==> config.mk <==
export PLATFORM = sky130hd
export DESIGN_NAME = uart_tx_fifo_flat
export DESIGN_NICKNAME = d
export VERILOG_FILES = /design/src/rtl/uart_tx_fifo_if.sv /design/src/rtl/uart_tx_fifo.sv /design/src/flat_wrapper.sv
export SDC_FILE = /design/constraint.sdc
export NUM_CORES = 1
export LEC_CHECK = 0
export CORE_MARGIN = 4
export CORE_UTILIZATION = 55
export DETAILED_ROUTE_END_ITERATION = 7
export GPL_TIMING_DRIVEN = 0
export HOLD_SLACK_MARGIN = 0.12
export PLACE_DENSITY = 0.74
export SLEW_MARGIN = 20
export SYNTH_ARGS = -nofsm -noshare
export SYNTH_HDL_FRONTEND = slang
export SYNTH_SLANG_ARGS = --single-unit
==> constraint.sdc <==
create_clock -name clk_i -period 3.8 [get_ports clk_i]
set_input_delay 0.76 -clock clk_i [delete_from_list [all_inputs] [get_ports clk_i]]
set_output_delay 0.76 -clock clk_i [all_outputs]
set_load 0.05 [all_outputs]
==> src/rtl/uart_tx_fifo_if.sv <==
`default_nettype none
// ============================================================================
//  Module   : uart_tx_fifo_if
//  Purpose  : Host / Tx-engine signal bundle for the UART transmit FIFO.
//             The slave modport is the FIFO; the master modport drives it.
//  Revision : 1.0  initial release
// ============================================================================
interface uart_tx_fifo_if #(
    parameter int DATA_W = 8,
    parameter int ADDR_W = 4
);
    logic              fifo_en_i;
    logic              clear_i;
    logic              wr_en_i;
    logic [DATA_W-1:0] wr_data_i;
    logic              baud_en_i;
    logic              tx_fifo_pop_i;
    logic              tx_start_o;
    logic [DATA_W-1:0] tx_data_o;
    logic              empty_o;
    logic              full_o;
    logic              almost_full_o;
    logic [ADDR_W:0]   level_o;
    logic              overflow_o;
    logic              underflow_o;

    modport master (
        output fifo_en_i, clear_i, wr_en_i, wr_data_i, baud_en_i, tx_fifo_pop_i,
        input  tx_start_o, tx_data_o, empty_o, full_o, almost_full_o,
               level_o, overflow_o, underflow_o
    );

    modport slave (
        input  fifo_en_i, clear_i, wr_en_i, wr_data_i, baud_en_i, tx_fifo_pop_i,
        output tx_start_o, tx_data_o, empty_o, full_o, almost_full_o,
               level_o, overflow_o, underflow_o
    );
endinterface
`default_nettype wire

==> src/rtl/uart_tx_fifo.sv <==
`default_nettype none
// ============================================================================
//  Module   : uart_tx_fifo
//  Purpose  : Transmit buffer in front of the UART Tx engine. Host writes
//             characters; the engine pops one word per baud-qualified request
//             and samples the registered tx_data_o one clock later.
//  Revision : 1.0  initial release
// ============================================================================
module uart_tx_fifo #(
    parameter int DATA_W       = 8,
    parameter int DEPTH        = 16,
    parameter int ADDR_W       = 4,
    parameter int AFULL_THRESH = 12
) (
    input  wire logic       clk_i,
    input  wire logic       rst_ni,
    uart_tx_fifo_if.slave   bus
);
    localparam logic [ADDR_W:0] c_DEPTH = (ADDR_W+1)'(DEPTH);
    localparam logic [ADDR_W:0] c_AFULL = (ADDR_W+1)'(AFULL_THRESH);

    logic [DATA_W-1:0] r_mem [DEPTH];
    logic [ADDR_W-1:0] r_wr_ptr;
    logic [ADDR_W-1:0] r_rd_ptr;
    logic [ADDR_W:0]   r_level;
    logic [DATA_W-1:0] r_tx_data;
    logic              r_overflow;
    logic              r_underflow;

    logic w_empty;
    logic w_full;
    logic w_pop_req;
    logic w_pop_ok;
    logic w_wr_ok;

    // Status is taken from the registered level only, so no host/engine
    // strobe has a combinational path to the flags.
    assign w_empty   = (r_level == '0);
    assign w_full    = (r_level == c_DEPTH);

    // A pop request counts only when FIFO mode is on and the baud tick is
    // present; clear overrides both pop and write in the same cycle.
    assign w_pop_req = bus.fifo_en_i & bus.tx_fifo_pop_i & bus.baud_en_i;
    assign w_pop_ok  = ~bus.clear_i & w_pop_req & ~w_empty;
    // A write into a full FIFO is still accepted when a pop frees a slot.
    assign w_wr_ok   = ~bus.clear_i & bus.wr_en_i & (~w_full | w_pop_ok);

    // Storage array; intentionally not reset.
    always_ff @(posedge clk_i) begin
        if (w_wr_ok) begin
            r_mem[r_wr_ptr] <= bus.wr_data_i;
        end
    end

    // Pointers, occupancy, output word and sticky error flags.
    always_ff @(posedge clk_i or negedge rst_ni) begin
        if (!rst_ni) begin
            r_wr_ptr    <= '0;
            r_rd_ptr    <= '0;
            r_level     <= '0;
            r_tx_data   <= '0;
            r_overflow  <= 1'b0;
            r_underflow <= 1'b0;
        end else if (bus.clear_i) begin
            // tx_data_o deliberately keeps the last popped word.
            r_wr_ptr    <= '0;
            r_rd_ptr    <= '0;
            r_level     <= '0;
            r_overflow  <= 1'b0;
            r_underflow <= 1'b0;
        end else begin
            if (w_wr_ok) begin
                r_wr_ptr <= r_wr_ptr + 1'b1;
            end
            if (w_pop_ok) begin
                r_tx_data <= r_mem[r_rd_ptr];
                r_rd_ptr  <= r_rd_ptr + 1'b1;
            end
            case ({w_wr_ok, w_pop_ok})
                2'b10:   r_level <= r_level + 1'b1;
                2'b01:   r_level <= r_level - 1'b1;
                default: r_level <= r_level;
            endcase
            if (bus.wr_en_i & w_full & ~w_pop_ok) begin
                r_overflow <= 1'b1;
            end
            if (w_pop_req & w_empty) begin
                r_underflow <= 1'b1;
            end
        end
    end

    assign bus.tx_start_o    = bus.fifo_en_i & ~w_empty;
    assign bus.tx_data_o     = r_tx_data;
    assign bus.empty_o       = w_empty;
    assign bus.full_o        = w_full;
    assign bus.almost_full_o = (r_level >= c_AFULL);
    assign bus.level_o       = r_level;
    assign bus.overflow_o    = r_overflow;
    assign bus.underflow_o   = r_underflow;
endmodule
`default_nettype wire

==> src/flat_wrapper.sv <==
// flat-port wrapper written by rule: the top's interface ports become plain ports
module uart_tx_fifo_flat 
#(
    parameter int DATA_W       = 8,
    parameter int DEPTH        = 16,
    parameter int ADDR_W       = 4,
    parameter int AFULL_THRESH = 12
)
  (clk_i, rst_ni, bus_fifo_en_i, bus_clear_i, bus_wr_en_i, bus_wr_data_i, bus_baud_en_i, bus_tx_fifo_pop_i, bus_tx_start_o, bus_tx_data_o, bus_empty_o, bus_full_o, bus_almost_full_o, bus_level_o, bus_overflow_o, bus_underflow_o);
  uart_tx_fifo_if #(.DATA_W(DATA_W), .ADDR_W(ADDR_W)) bus_i ();
  input  wire logic clk_i;
  input  wire logic rst_ni;
  input wire logic [$bits(bus_i.fifo_en_i)-1:0] bus_fifo_en_i;
  input wire logic [$bits(bus_i.clear_i)-1:0] bus_clear_i;
  input wire logic [$bits(bus_i.wr_en_i)-1:0] bus_wr_en_i;
  input wire logic [$bits(bus_i.wr_data_i)-1:0] bus_wr_data_i;
  input wire logic [$bits(bus_i.baud_en_i)-1:0] bus_baud_en_i;
  input wire logic [$bits(bus_i.tx_fifo_pop_i)-1:0] bus_tx_fifo_pop_i;
  output wire logic [$bits(bus_i.tx_start_o)-1:0] bus_tx_start_o;
  output wire logic [$bits(bus_i.tx_data_o)-1:0] bus_tx_data_o;
  output wire logic [$bits(bus_i.empty_o)-1:0] bus_empty_o;
  output wire logic [$bits(bus_i.full_o)-1:0] bus_full_o;
  output wire logic [$bits(bus_i.almost_full_o)-1:0] bus_almost_full_o;
  output wire logic [$bits(bus_i.level_o)-1:0] bus_level_o;
  output wire logic [$bits(bus_i.overflow_o)-1:0] bus_overflow_o;
  output wire logic [$bits(bus_i.underflow_o)-1:0] bus_underflow_o;
  assign bus_i.fifo_en_i = bus_fifo_en_i;
  assign bus_i.clear_i = bus_clear_i;
  assign bus_i.wr_en_i = bus_wr_en_i;
  assign bus_i.wr_data_i = bus_wr_data_i;
  assign bus_i.baud_en_i = bus_baud_en_i;
  assign bus_i.tx_fifo_pop_i = bus_tx_fifo_pop_i;
  assign bus_tx_start_o = bus_i.tx_start_o;
  assign bus_tx_data_o = bus_i.tx_data_o;
  assign bus_empty_o = bus_i.empty_o;
  assign bus_full_o = bus_i.full_o;
  assign bus_almost_full_o = bus_i.almost_full_o;
  assign bus_level_o = bus_i.level_o;
  assign bus_overflow_o = bus_i.overflow_o;
  assign bus_underflow_o = bus_i.underflow_o;
  uart_tx_fifo #(.DATA_W(DATA_W), .DEPTH(DEPTH), .ADDR_W(ADDR_W), .AFULL_THRESH(AFULL_THRESH)) u_core (.clk_i(clk_i), .rst_ni(rst_ni), .bus(bus_i));
endmodule
==> flow_metrics.py <==
metrics = {
    "outcome": {
        "status": "complete, no violations",
    },
    "critical_path": {
        "critPathKind": "reg2out",
        "crit_path_end_kind": "output port",
        "rr_worst_depth": 9,
        "rrSetupSlack_ps": 1040,
        "worstPathMaxFanout": 6,
        "crit_family": "buffers and inverters",
        "critPathBufInv": 2,
        "endpoint": "bus_full_o",
        "cp.depth": 4,
        "critPathRequiredTime_ps": 3040,
        "timing.rr.end": "u_core.bus.level_o[4]$_DFFE_PN0P_",
        "cp-startpoint": "u_core.bus.level_o[1]$_DFFE_PN0P_",
        "critPathLaunchType": "flip-flop",
        "reg2reg_from": "u_core.bus.level_o[1]$_DFFE_PN0P_",
        "crit_chain": "or4_1, buf_2, nor2_1, clkdlybuf4s50_1",
        "cp.arrival_ps": 2570,
        "crit_slowest_cell": "clkdlybuf4s50_1",
        "cp_slowest_stage_delay_ps": 820,
    },
    "route": {
        "drtIter0Drc": 289,
        "routed_wl_mm": 12.9,
        "routed-via-count": 3329,
        "vias_per_cell": 6.10,
        "final_antenna_net_count": 0,
        "firstDrtPassIters": 4,
        "drc_errors": 0,
        "routedWlPerCell_um": 23.7,
    },
    "die": {
        "io_pins": 34,
        "die_x_um": 115,
        "dieArea_um2": 13100,
        "die_h_um": 115,
        "core_um2": 11000,
        "row_count": 38,
        "start_util": 0.568,
    },
    "logic_synthesis": {
        "ys_warn_count": 0,
        "synth_cell_type_count": 47,
        "synth_nets": 366,
        "synthTopCellsByArea": "edfxtp_1, mux4_2, dfrtp_1",
        "synth_compound_area_frac": 0.0461,
        "synth-seq-area-share": 0.708,
        "synth_cells": 342,
        "synthesis.area_um2": 6240,
        "synth_edf_count": 128,
        "synth_top_family_by_area": "multiplexers",
        "yosysTopAreaCell": "edfxtp_1",
        "synth_top_area_frac": 0.616,
        "synth-adder-area-share": 0.0192,
        "yosys.area_share.simple": 0.0523,
        "synth-seq-cells": 151,
        "yosys-top-cells-count": "edfxtp_1, mux4_2, dfrtp_1, nor2_1, o22ai_1",
        "synthMuxAreaShare": 0.150,
        "synth.most_common_cell": "edfxtp_1",
        "synth-xor-area-share": 0.00421,
        "ys.flop_type": "edfxtp_1",
        "synthArstFlopShare": 0.152,
        "avgSynthCellArea_um2": 18.3,
    },
    "placement": {
        "place_congestion": 0.758,
        "port_buffers": 32,
        "hpwlAfterDp_mm": 8.15,
    },
    "final_layout": {
        "drive_above_1_share": 0.222,
        "nets": 417,
        "area_growth_pct": 17.5,
        "antennaDiodeCount": 0,
    },
    "clock_network": {
        "hold_buffers": 0,
        "path_clk_slew_ps": 70,
        "clockBufferDepth": 2,
        "clock_latency_ps": 420,
        "postCtsSetupBuffers": 0,
        "cts_tree": "done",
        "cts_made_buffers": 17,
        "clock-sinks": 151,
        "root_buffer": "clkbuf_16",
        "htree_num_levels": 4,
        "cts_resized": 0,
    },
    "global_routing": {
        "grt_max_degree": 24,
        "antenna_found_initial": 0,
        "grt_pass1_vias": 3420,
        "use_met1": 0.309,
        "grt_use_met2": 0.343,
        "overflow": 0,
        "grtUsageMet3": 0.0507,
        "busiest_layer": "met2",
        "grt_pass1_wl_mm": 20.6,
        "track_usage": 0.217,
    },
    "power_and_ir_drop": {
        "power_frac_comb": 0.138,
        "power.share.clock": 0.407,
        "p_sw_w": 0.00116,
        "leakagePower_nw": 2.52,
        "pwr-share-seq": 0.455,
        "p_int_w": 0.00306,
        "p_sw_frac": 0.274,
        "total_power_w": 0.00422,
        "irDropWorstVdd_mv": 0.319,
        "cellPowerDensity_nw_per_um2": 575,
    },
    "timing": {
        "finalSetupViolCount": 0,
        "tightestPinTransition_ps": 993,
        "hold_viol": 0,
        "max_freq_mhz": 300,
        "clock_skew_ps": 7.43,
        "period_minus_slack_ps": 3330,
        "tns_ps": 0,
        "relSlewSlack": 0.335,
        "maxSlewViolCount": 0,
        "rsz0062_at_grt": "false",
        "timing.final.crit_share": 0.876,
    },
    "flow_run": {
        "maxCapViolCount": 0,
    },
    "worst_hold_path": {
        "min_path_type": "in2async",
    },
}
[how the worst min path moves through the flow]
stage | endpoint | cells past startpoint | slack [ps]
final | u_core.bus.level_o[4]$_DFFE_PN0P_ | 1 | 340
after global routing | u_core.bus.tx_data_o[3]$_DFFE_PN0P_ | 1 | 360
after CTS | u_core.bus.tx_data_o[4]$_DFFE_PN0P_ | 1 | 340
after detailed placement | u_core.bus.overflow_o$_DFFE_PN0P_ | 2 | 490
after global placement | u_core.bus.overflow_o$_DFFE_PN0P_ | 2 | 480
after floorplan | u_core.bus.level_o[0]$_DFFE_PN0P_ | 0 | 460
[power by group through the flow]
stage	Sequential, W	Clock [W]	Combinational (W)
finish	0.00192	0.00172	0.000582
detailed placement	0.00195	0	0.000580
global placement	0.00195	0	0.000571
global route	0.00193	0.00182	0.000617
floorplan	0.00212	0	0.000195
CTS	0.00192	0.00173	0.000585
[cells by family after synthesis]
| family | after synthesis |
|---|---|
| flops | 151 |
| simple gates | 55 |
| mux | 52 |
| compound gates | 42 |
| buf+inv | 30 |
| fa+ha+maj | 9 |
| xor+xnor | 3 |
[registers in the layout, summed over array words and instances, names as in the netlist]
name / flops
u_core.bus.level_o: 5
u_core.bus.overflow_o: 1
u_core.bus.tx_data_o: 8
u_core.bus.underflow_o: 1
u_core.r_mem: 128
u_core.r_rd_ptr: 4
u_core.r_wr_ptr: 4
[final cells by class]
type / instances / area [µm²]
clock inverter: 15 / 178
tap: 140 / 175
clock buffer: 17 / 425
inverter: 14 / 52.6
fill: 732 / 3650
sequential: 151 / 4420
multi-input combinational: 161 / 1700
timing repair buffer: 32 / 315
buffer: 16 / 76.3
[cells in the final DEF (no fill, tap or decap), drive strengths merged, types with 2 or more instances in the layout]
cell type      count
and2              13
a2111oi            2
nand2b             6
clkbuf            23
xor2               2
mux4              32
a21o               2
edfxtp           128
dfrtp             23
bufinv             2
buf               11
nor3               2
o211ai             2
clkinvlp           2
mux2              11
a21oi             12
inv               24
nand2              7
a221oi             2
clkdlybuf4s50     31
mux2i              9
ha                 8
nor2              15
o22ai             15
a211oi             2
[per-layer routing]
metal  part of all wire  vias to the layer above
met3              0.061                       14
li1                   -                     1479
met4              0.012                        0
met1               0.42                     1722
met5                  0                        -
met2               0.51                      114
[through the flow]
stage               hold WS [ps]  instances   util  area [µm²]  setup WS (ps)
finish                       338        546  0.668        7340            470
global route                 364        546  0.668        7340            366
CTS                          342        546  0.668        7340            454
detailed placement           491        514  0.613        6730            176
global placement             481        514  0.614        6740            251
floorplan                    464        342      -        6240           1030
[worst register-to-register path: cells and delay by family, from the launching register on]
kind | cells | cell delay (ps)
AO/OA/AOI/OAI | 3 | 740
adder cells (fa/ha/maj) | 1 | 310
buffers and inverters | 1 | 90
flip-flops | 1 | 460
AND/OR/NAND/NOR | 4 | 1030
Note: power is estimated with default switching activity, not from simulation.
